**src/rtl/chess_pkg.sv**
```systemverilog
// chess_pkg
// Shared chess definitions for the move-generation slice:
//   - piece type codes and the colour bit position inside a 4-bit square code
//   - the eight knight direction codes driven to the scanner
//   - a square-index helper (index = row*8 + col, row 0 = top)
//   - the state enum of the knight move collector
package chess_pkg;

    localparam int SQ_BITS    = 6;
    localparam int COLOUR_BIT = 3;

    localparam logic [2:0] EMPTY  = 3'd0;
    localparam logic [2:0] PAWN   = 3'd1;
    localparam logic [2:0] KNIGHT = 3'd2;
    localparam logic [2:0] BISHOP = 3'd3;
    localparam logic [2:0] ROOK   = 3'd4;
    localparam logic [2:0] QUEEN  = 3'd5;
    localparam logic [2:0] KING   = 3'd6;

    // Knight directions, named by the path taken (row 0 is the top edge)
    localparam logic [2:0] UPLEFTLEFT     = 3'd0;
    localparam logic [2:0] UPUPLEFT       = 3'd1;
    localparam logic [2:0] UPUPRIGHT      = 3'd2;
    localparam logic [2:0] UPRIGHTRIGHT   = 3'd3;
    localparam logic [2:0] RIGHTRIGHTDOWN = 3'd4;
    localparam logic [2:0] DOWNDOWNRIGHT  = 3'd5;
    localparam logic [2:0] DOWNDOWNLEFT   = 3'd6;
    localparam logic [2:0] LEFTLEFTDOWN   = 3'd7;

    typedef enum logic [1:0] {
        IDLE  = 2'd0,
        SCAN  = 2'd1,
        DRAIN = 2'd2,
        DONE  = 2'd3
    } collector_state_t;

    function automatic logic [SQ_BITS-1:0] sq_index(input logic [2:0] row,
                                                    input logic [2:0] col);
        return {row, col};
    endfunction

endpackage

```
**src/rtl/knight_move_collector.sv**
```systemverilog
// knight_move_collector
// Steps the scanSpots scanner through all eight knight directions for one
// square and builds the knight's move set.
// Ports:
//   clk, reset        clock and synchronous active-high reset
//   start             one-cycle request, accepted when not busy
//   square            knight square, latched on accept
//   bigBoard[256]     board, 4 bits per square, held stable while busy
//   scan_dir/scan_pos direction and square driven to the scanner
//   near_pos/piece    registered scanner answer
//   move_mask         legal target squares
//   capture_mask      targets holding an enemy piece
//   move_count        number of bits set in move_mask
//   busy, done        activity flag and one-cycle completion pulse
module knight_move_collector
    import chess_pkg::*;
#(
    parameter int SQ_W = 6
) (
    input  logic            clk,
    input  logic            reset,
    input  logic            start,
    input  logic [SQ_W-1:0] square,
    input  logic [255:0]    bigBoard,
    output logic [2:0]      scan_dir,
    output logic [SQ_W-1:0] scan_pos,
    input  logic [SQ_W-1:0] near_pos,
    input  logic [2:0]      near_piece,
    output logic [63:0]     move_mask,
    output logic [63:0]     capture_mask,
    output logic [3:0]      move_count,
    output logic            busy,
    output logic            done
);

    collector_state_t state;
    collector_state_t next_state;

    logic [2:0] dir_cnt;
    logic       mover_colour;
    logic       result_valid;
    logic       accept;
    logic       off_board;
    logic       target_colour;

    // State register.
    always_ff @(posedge clk) begin
        if (reset) begin
            state <= IDLE;
        end else begin
            state <= next_state;
        end
    end

    // Next-state logic. DONE already has busy low, so a new request can be
    // taken there directly, which gives a back-to-back spacing of ten edges.
    always_comb begin
        next_state = state;
        case (state)
            IDLE:    if (start) next_state = SCAN;
            SCAN:    if (dir_cnt == LEFTLEFTDOWN) next_state = DRAIN;
            DRAIN:   next_state = DONE;
            DONE:    next_state = start ? SCAN : IDLE;
            default: next_state = IDLE;
        endcase
    end

    // Output decode from the state.
    always_comb begin
        busy   = (state == SCAN) || (state == DRAIN);
        done   = (state == DONE);
        accept = start && ((state == IDLE) || (state == DONE));
    end

    assign scan_dir = dir_cnt;

    // The scanner answers one cycle after a direction is driven, so the
    // valid flag is simply the SCAN state delayed by one cycle.
    assign off_board     = (near_pos == scan_pos);
    assign target_colour = bigBoard[{near_pos, 2'b11}];

    // Datapath: latch the request, step the direction counter, and fold each
    // scanner answer into the masks and the count.
    always_ff @(posedge clk) begin
        if (reset) begin
            dir_cnt      <= 3'd0;
            scan_pos     <= '0;
            mover_colour <= 1'b0;
            result_valid <= 1'b0;
            move_mask    <= 64'd0;
            capture_mask <= 64'd0;
            move_count   <= 4'd0;
        end else begin
            result_valid <= (state == SCAN);
            if (state == SCAN) begin
                dir_cnt <= dir_cnt + 3'd1;
            end
            if (accept) begin
                scan_pos     <= square;
                mover_colour <= bigBoard[{square, 2'b11}];
                dir_cnt      <= 3'd0;
                move_mask    <= 64'd0;
                capture_mask <= 64'd0;
                move_count   <= 4'd0;
            end else if (result_valid && !off_board) begin
                if (near_piece == EMPTY) begin
                    move_mask[near_pos] <= 1'b1;
                    move_count          <= move_count + 4'd1;
                end else if (target_colour != mover_colour) begin
                    move_mask[near_pos]    <= 1'b1;
                    capture_mask[near_pos] <= 1'b1;
                    move_count             <= move_count + 4'd1;
                end
            end
        end
    end

endmodule

```
**config.mk**
```make
export PLATFORM = sky130hd
export DESIGN_NAME = knight_move_collector
export DESIGN_NICKNAME = d
export VERILOG_FILES = /design/src/rtl/chess_pkg.sv /design/src/rtl/knight_move_collector.sv
export SDC_FILE = /design/constraint.sdc
export NUM_CORES = 1
export LEC_CHECK = 0
export CORE_AREA = 2 2 164 166
export CTS_CLUSTER_DIAMETER = 100
export CTS_CLUSTER_SIZE = 14
export DETAILED_ROUTE_END_ITERATION = 8
export DIE_AREA = 0 0 166 168
export SLEW_MARGIN = 20
export SYNTH_ARGS = -nofsm -noshare
export SYNTH_HDL_FRONTEND = slang
export SYNTH_SLANG_ARGS = --single-unit
export TNS_END_PERCENT = 50
```
**constraint.sdc**
```tcl
create_clock -name clk -period 8.5 [get_ports clk]
set_input_delay 2.55 -clock clk [delete_from_list [all_inputs] [get_ports clk]]
set_output_delay 2.55 -clock clk [all_outputs]
set_load 0.02 [all_outputs]
```
# ---- After elaboration in Yosys (flattened, before gate mapping)
# Cells that the tools add are included.
dict set report totals {
  regBits 145
  wordCells 52
}
dict set report op_classes {
  n_addsub 2
  n_lt_le_gt_ge 4
  eq_ne 8
  n_mux 14
  bitwise 3
  reduce_logical 13
}
# op n
set ops {}
lappend ops {{$mux W64} 2}
lappend ops {{$or A64 B64 Y64} 2}
lappend ops {{$lt A8 B9 Y1 const B} 2}
lappend ops {{$bmux W1 S6} 2}
lappend ops {{$mux W4} 2}
lappend ops {{$pmux W2 S4} 1}
lappend ops {{$lt A6 B7 Y1 const B} 1}
lappend ops {{$demux W1 S6} 1}
lappend ops {{$eq A6 B6 Y1} 1}
lappend ops {{$ge A6 B1 Y1 const B} 1}
lappend ops {{$add A4 B1 Y4 const B} 1}
lappend ops {{$eq A2 B2 Y1 const B} 2}
lappend ops {{$mux W1} 4}
lappend ops {{$mux W2} 2}
lappend ops {{$ne A2 B2 Y1 const B} 2}
lappend ops {{$reduce_and A2 Y1} 2}
lappend ops {{$add A3 B1 Y3 const B} 1}
lappend ops {{$eq A3 B3 Y1 const B} 1}
lappend ops {{$logic_and A1 B1 Y1} 3}
lappend ops {{$logic_not A3 Y1} 1}
lappend ops {{$reduce_and A3 Y1} 1}
lappend ops {{$eq A2 B1 Y1 const B} 1}
lappend ops {{$logic_not A2 Y1} 1}
lappend ops {{$logic_or A1 B1 Y1} 2}
lappend ops {{other kinds (5)} 5}

# ---- Depth between registers and ports, before layout
dict set report depth {
  word_depth 7
  depth_mapped 12
}

# ---- Worst setup path before layout
# OpenSTA, ideal clock, no wires.
dict set report synth_path {
  path_kind {in2reg}
  from {input port square[0]}
  to {register mover_colour}
  setup_time_ns 0.132
  t_arrival_ns 5.082
  setup_slack_ns 3.286
  path_stages 7
  cell_sequence {clkbuf_1 > buf_1 > mux4_2 > mux4_2 > mux4_2 > nand2_1 > a21oi_1}
}
dict set report synth_via {
  elab_chain_cells 2
}
# item line
set synth_rtl {}
lappend synth_rtl {{start: declaration} knight_move_collector.sv:23} ;# input logic [SQ_W-1:0] square,
lappend synth_rtl {{$bmux W1 S6} knight_move_collector.sv:100} ;# mover_colour <= bigBoard[{square, 2'b11}];
lappend synth_rtl {{$mux W1 (not written as such)} knight_move_collector.sv:100}
lappend synth_rtl {{end signal: assignment} knight_move_collector.sv:100}
lappend synth_rtl {{end: declaration} knight_move_collector.sv:40} ;# logic mover_colour;
# Every way passes these cells. The select of a mux whose other input is x is not followed.
# A chain may end at the register's enable or synchronous reset.

# ---- Final worst setup path
dict set report layout_path {
  from {input port near_pos[0]}
  to {register capture_mask[1]}
}
dict set report layout_via {
  elab_chain_cells 5
  word_cells_on_any_way 13
}
# item line
set layout_rtl {}
lappend layout_rtl {{start: declaration} knight_move_collector.sv:27} ;# input logic [SQ_W-1:0] near_pos,
lappend layout_rtl {{$lt A6 B7 Y1 (not written as such) or $ge A6 B1 Y1 (tied branches)} knight_move_collector.sv:111} ;# capture_mask[near_pos] <= 1'b1;
lappend layout_rtl {{$logic_and A1 B1 Y1 (not written as such)} knight_move_collector.sv:111}
lappend layout_rtl {{$mux W1 (not written as such)} knight_move_collector.sv:111}
lappend layout_rtl {{$demux W1 S6} knight_move_collector.sv:111}
lappend layout_rtl {{$or A64 B64 Y64 (no source line)} n/a}
lappend layout_rtl {{end signal: assignment} knight_move_collector.sv:91} ;# capture_mask <= 64'd0;
lappend layout_rtl {{end signal: assignment} knight_move_collector.sv:103} ;# capture_mask <= 64'd0;
lappend layout_rtl {{end signal: indexed assignment} knight_move_collector.sv:111}
lappend layout_rtl {{end: declaration} knight_move_collector.sv:30} ;# output logic [63:0] capture_mask,
# Parallel ways exist; a longest one is shown, timed or not. The select of a mux whose other input is x is not followed.

==> metrics <==
worst reg2reg path depth 7; # DRC 0; Die Area 27890 µm²; yosys warns 0; FMAX 161.2 MHz; pre-CTS worst setup slack 1.801 ns; WL/cell 20.22 µm; share of layout cells above drive strength 1 10.16%; clk_lat worst skew 0.42 ns; Synth Register Bits 145; Final Net Count 1065; Layout Skew 0.01012 ns; RePlAce Congestion 0.7626; via count 5599; Core Area 26350 µm²; postcts setup bufs 0; port bufs 224; Pleak 3.270 nW; Setup-failing EPs final 0; CTS tree yes; Slew Limit Fails 0; clock slew at reported path FFs 0.06 ns; grt ovf 0; PD cells 198.2 nW/µm²; # IOs 417; drt pass-1 iters 5; CP Capture Type register; final worst slack 2.296 ns; Top FF cell, synth dfxtp_1; H-tree depth 4; end-of-flow core utilization 35.53%; Avg Cell Area, Syn 10.64 µm²; Post-synth EDFFs 0; CP Data Required Time 8.84 ns; vias in the first global route 5613; first-pass GRT wire length 34670 µm; Hold Fails Final Rpt 0; vias per cell 4.916; critical path arrival 6.54 ns; Syn Nets 866; dpl hpwl 16780 µm; Post-synth ARST share 0%; pin count of the biggest net entering global routing 47; clk root buf clkbuf_16; post-synthesis sequential area ratio 46.65%; max_cap viols 0; CTS buffer count 17; type of the most critical hold path reg2reg; TNS Setup 0 ns; Post-Syn Area 6222 µm²; Sink Count 145; worst-margin pin slew 1.008 ns; crit path time final 6.204 ns; unique cell type count in the Yosys netlist 53; Slew HR 32.56%; Post-CTS Hold Buffers 0; ANT nets after route 0; Rows 60; WL final 23030 µm; Iter 0 DRT Violations 374; die height 168 µm; Clock Path Buffers 2; hold path cells 2; Critical Path Source Type input pin; unrepaired setup endpoints after global routing false; initial antenna violation count 2; initial cell density of the core 23.61%; area delta synth->final 50.45%; outcome complete, no violations; Final Total Pwr 1.856 mW; Mapped Cells 585; Post-CTS Resized 0; die span in x 166 µm; Max IR drop VDD 0.1062 mV; Crit Path Max Fanout 21; crit path kind in2reg; fin crit share 72.99%; GRT Total Usage 16.36%
==> cell families (layout without fill, tap and decap cells) <==
logic type	count (synthesis)	after routing	share of synthesized area, %
compound gates	173	173	22.86
xor+xnor	9	9	1.267
fa+ha+maj	7	7	1.408
buf+inv	62	274	4.162
flops	145	145	46.65
mux	42	42	11.52
other cells	0	1	0
simple gates	147	147	12.13
==> layer usage <==
layer	share of wire, %	track usage (%)
met1	47	22.05
met2	45	25.65
met3	7.7	5.360
met4	0.71	3.365
met5	0.069	0
==> cells in the final DEF (no fill, tap or decap), types with 10 or more instances in the layout <==
cell type | Yosys | final
nor2b_1 | 13 | 13
clkdlybuf4s50_1 | 0 | 223
a21oi_1 | 10 | 10
buf_4 | 2 | 12
mux4_2 | 23 | 23
a22o_1 | 34 | 34
nor2_1 | 27 | 26
clkbuf_16 | 0 | 17
dfxtp_1 | 145 | 145
o21ai_0 | 36 | 36
nand2_1 | 54 | 54
a32o_1 | 66 | 66
mux2i_1 | 12 | 12
==> where the power goes <==
part | switching [mW] | internal [mW] | total [mW]
Combinational | 0.237 | 0.152 | 0.389
Sequential | 0.0160 | 0.697 | 0.713
Clock | 0.309 | 0.444 | 0.753
==> cell type report <==
cell class	count	area, µm²
Fill cell	2649	16990
Multi-Input combinational cell	378	3068
Sequential cell	145	2903
Timing Repair Buffer	237	2347
Clock buffer	18	439.2
Tap cell	341	426.7
Clock inverter	14	156.4
Inverter	5	18.77
Antenna cell	1	2.502
==> sequential cells by signal, summed over array words and instances (netlist names) <==
name          count
move_count        4
mover_colour      1
state             2
scan_dir          3
scan_pos          6
capture_mask     64
move_mask        64
result_valid      1
==> path summary, 6_finish.rpt <==
kind | startpoint | endpoint | slack [ns]
setup reg to reg | state[0] | move_mask[3] | 5.65
setup / recovery | near_pos[0] | capture_mask[1] | 2.30
hold / removal | capture_mask[32] | capture_mask[32] | 0.45
hold reg to reg | capture_mask[32] | capture_mask[32] | 0.45
==> per-stage QoR <==
stage	hold slack [ns]	instance area (µm²)	cells
after floorplan	0.4693	6222	585
after global placement	0.4343	8743	1105
after detailed placement	0.4423	8743	1105
after CTS	0.4577	9339	1137
after global routing	0.4765	9359	1138
final	0.4532	9361	1139
==> critical path, cell delays in order <==
cell and delay, ns:
clkdlybuf4s50_1 1.00, buf_4 0.32, mux4_2 0.50, nand3_1 0.09
and4_1 0.22, o2111ai_1 0.20, or3_4 0.46, xor2_1 0.44
nand4_1 0.46, o21ai_0 0.28
==> cells in the mapped netlist, types with 6 or more instances <==
library cell / n / area [µm²]
a21oi_1: 10 / 50.05
a22o_1: 34 / 297.8
a32o_1: 66 / 660.6
and3_1: 7 / 43.79
buf_1: 6 / 22.52
buf_2: 15 / 75.07
clkbuf_1: 34 / 127.6
dfxtp_1: 145 / 2903
ha_1: 7 / 87.58
mux2i_1: 12 / 120.1
mux4_2: 23 / 518.0
nand2_1: 54 / 202.7
nand3_1: 9 / 45.04
nor2_1: 27 / 101.4
nor2b_1: 13 / 81.33
o21ai_0: 36 / 180.2
xnor2_1: 6 / 52.55
Power figures use the tool's default switching activity.
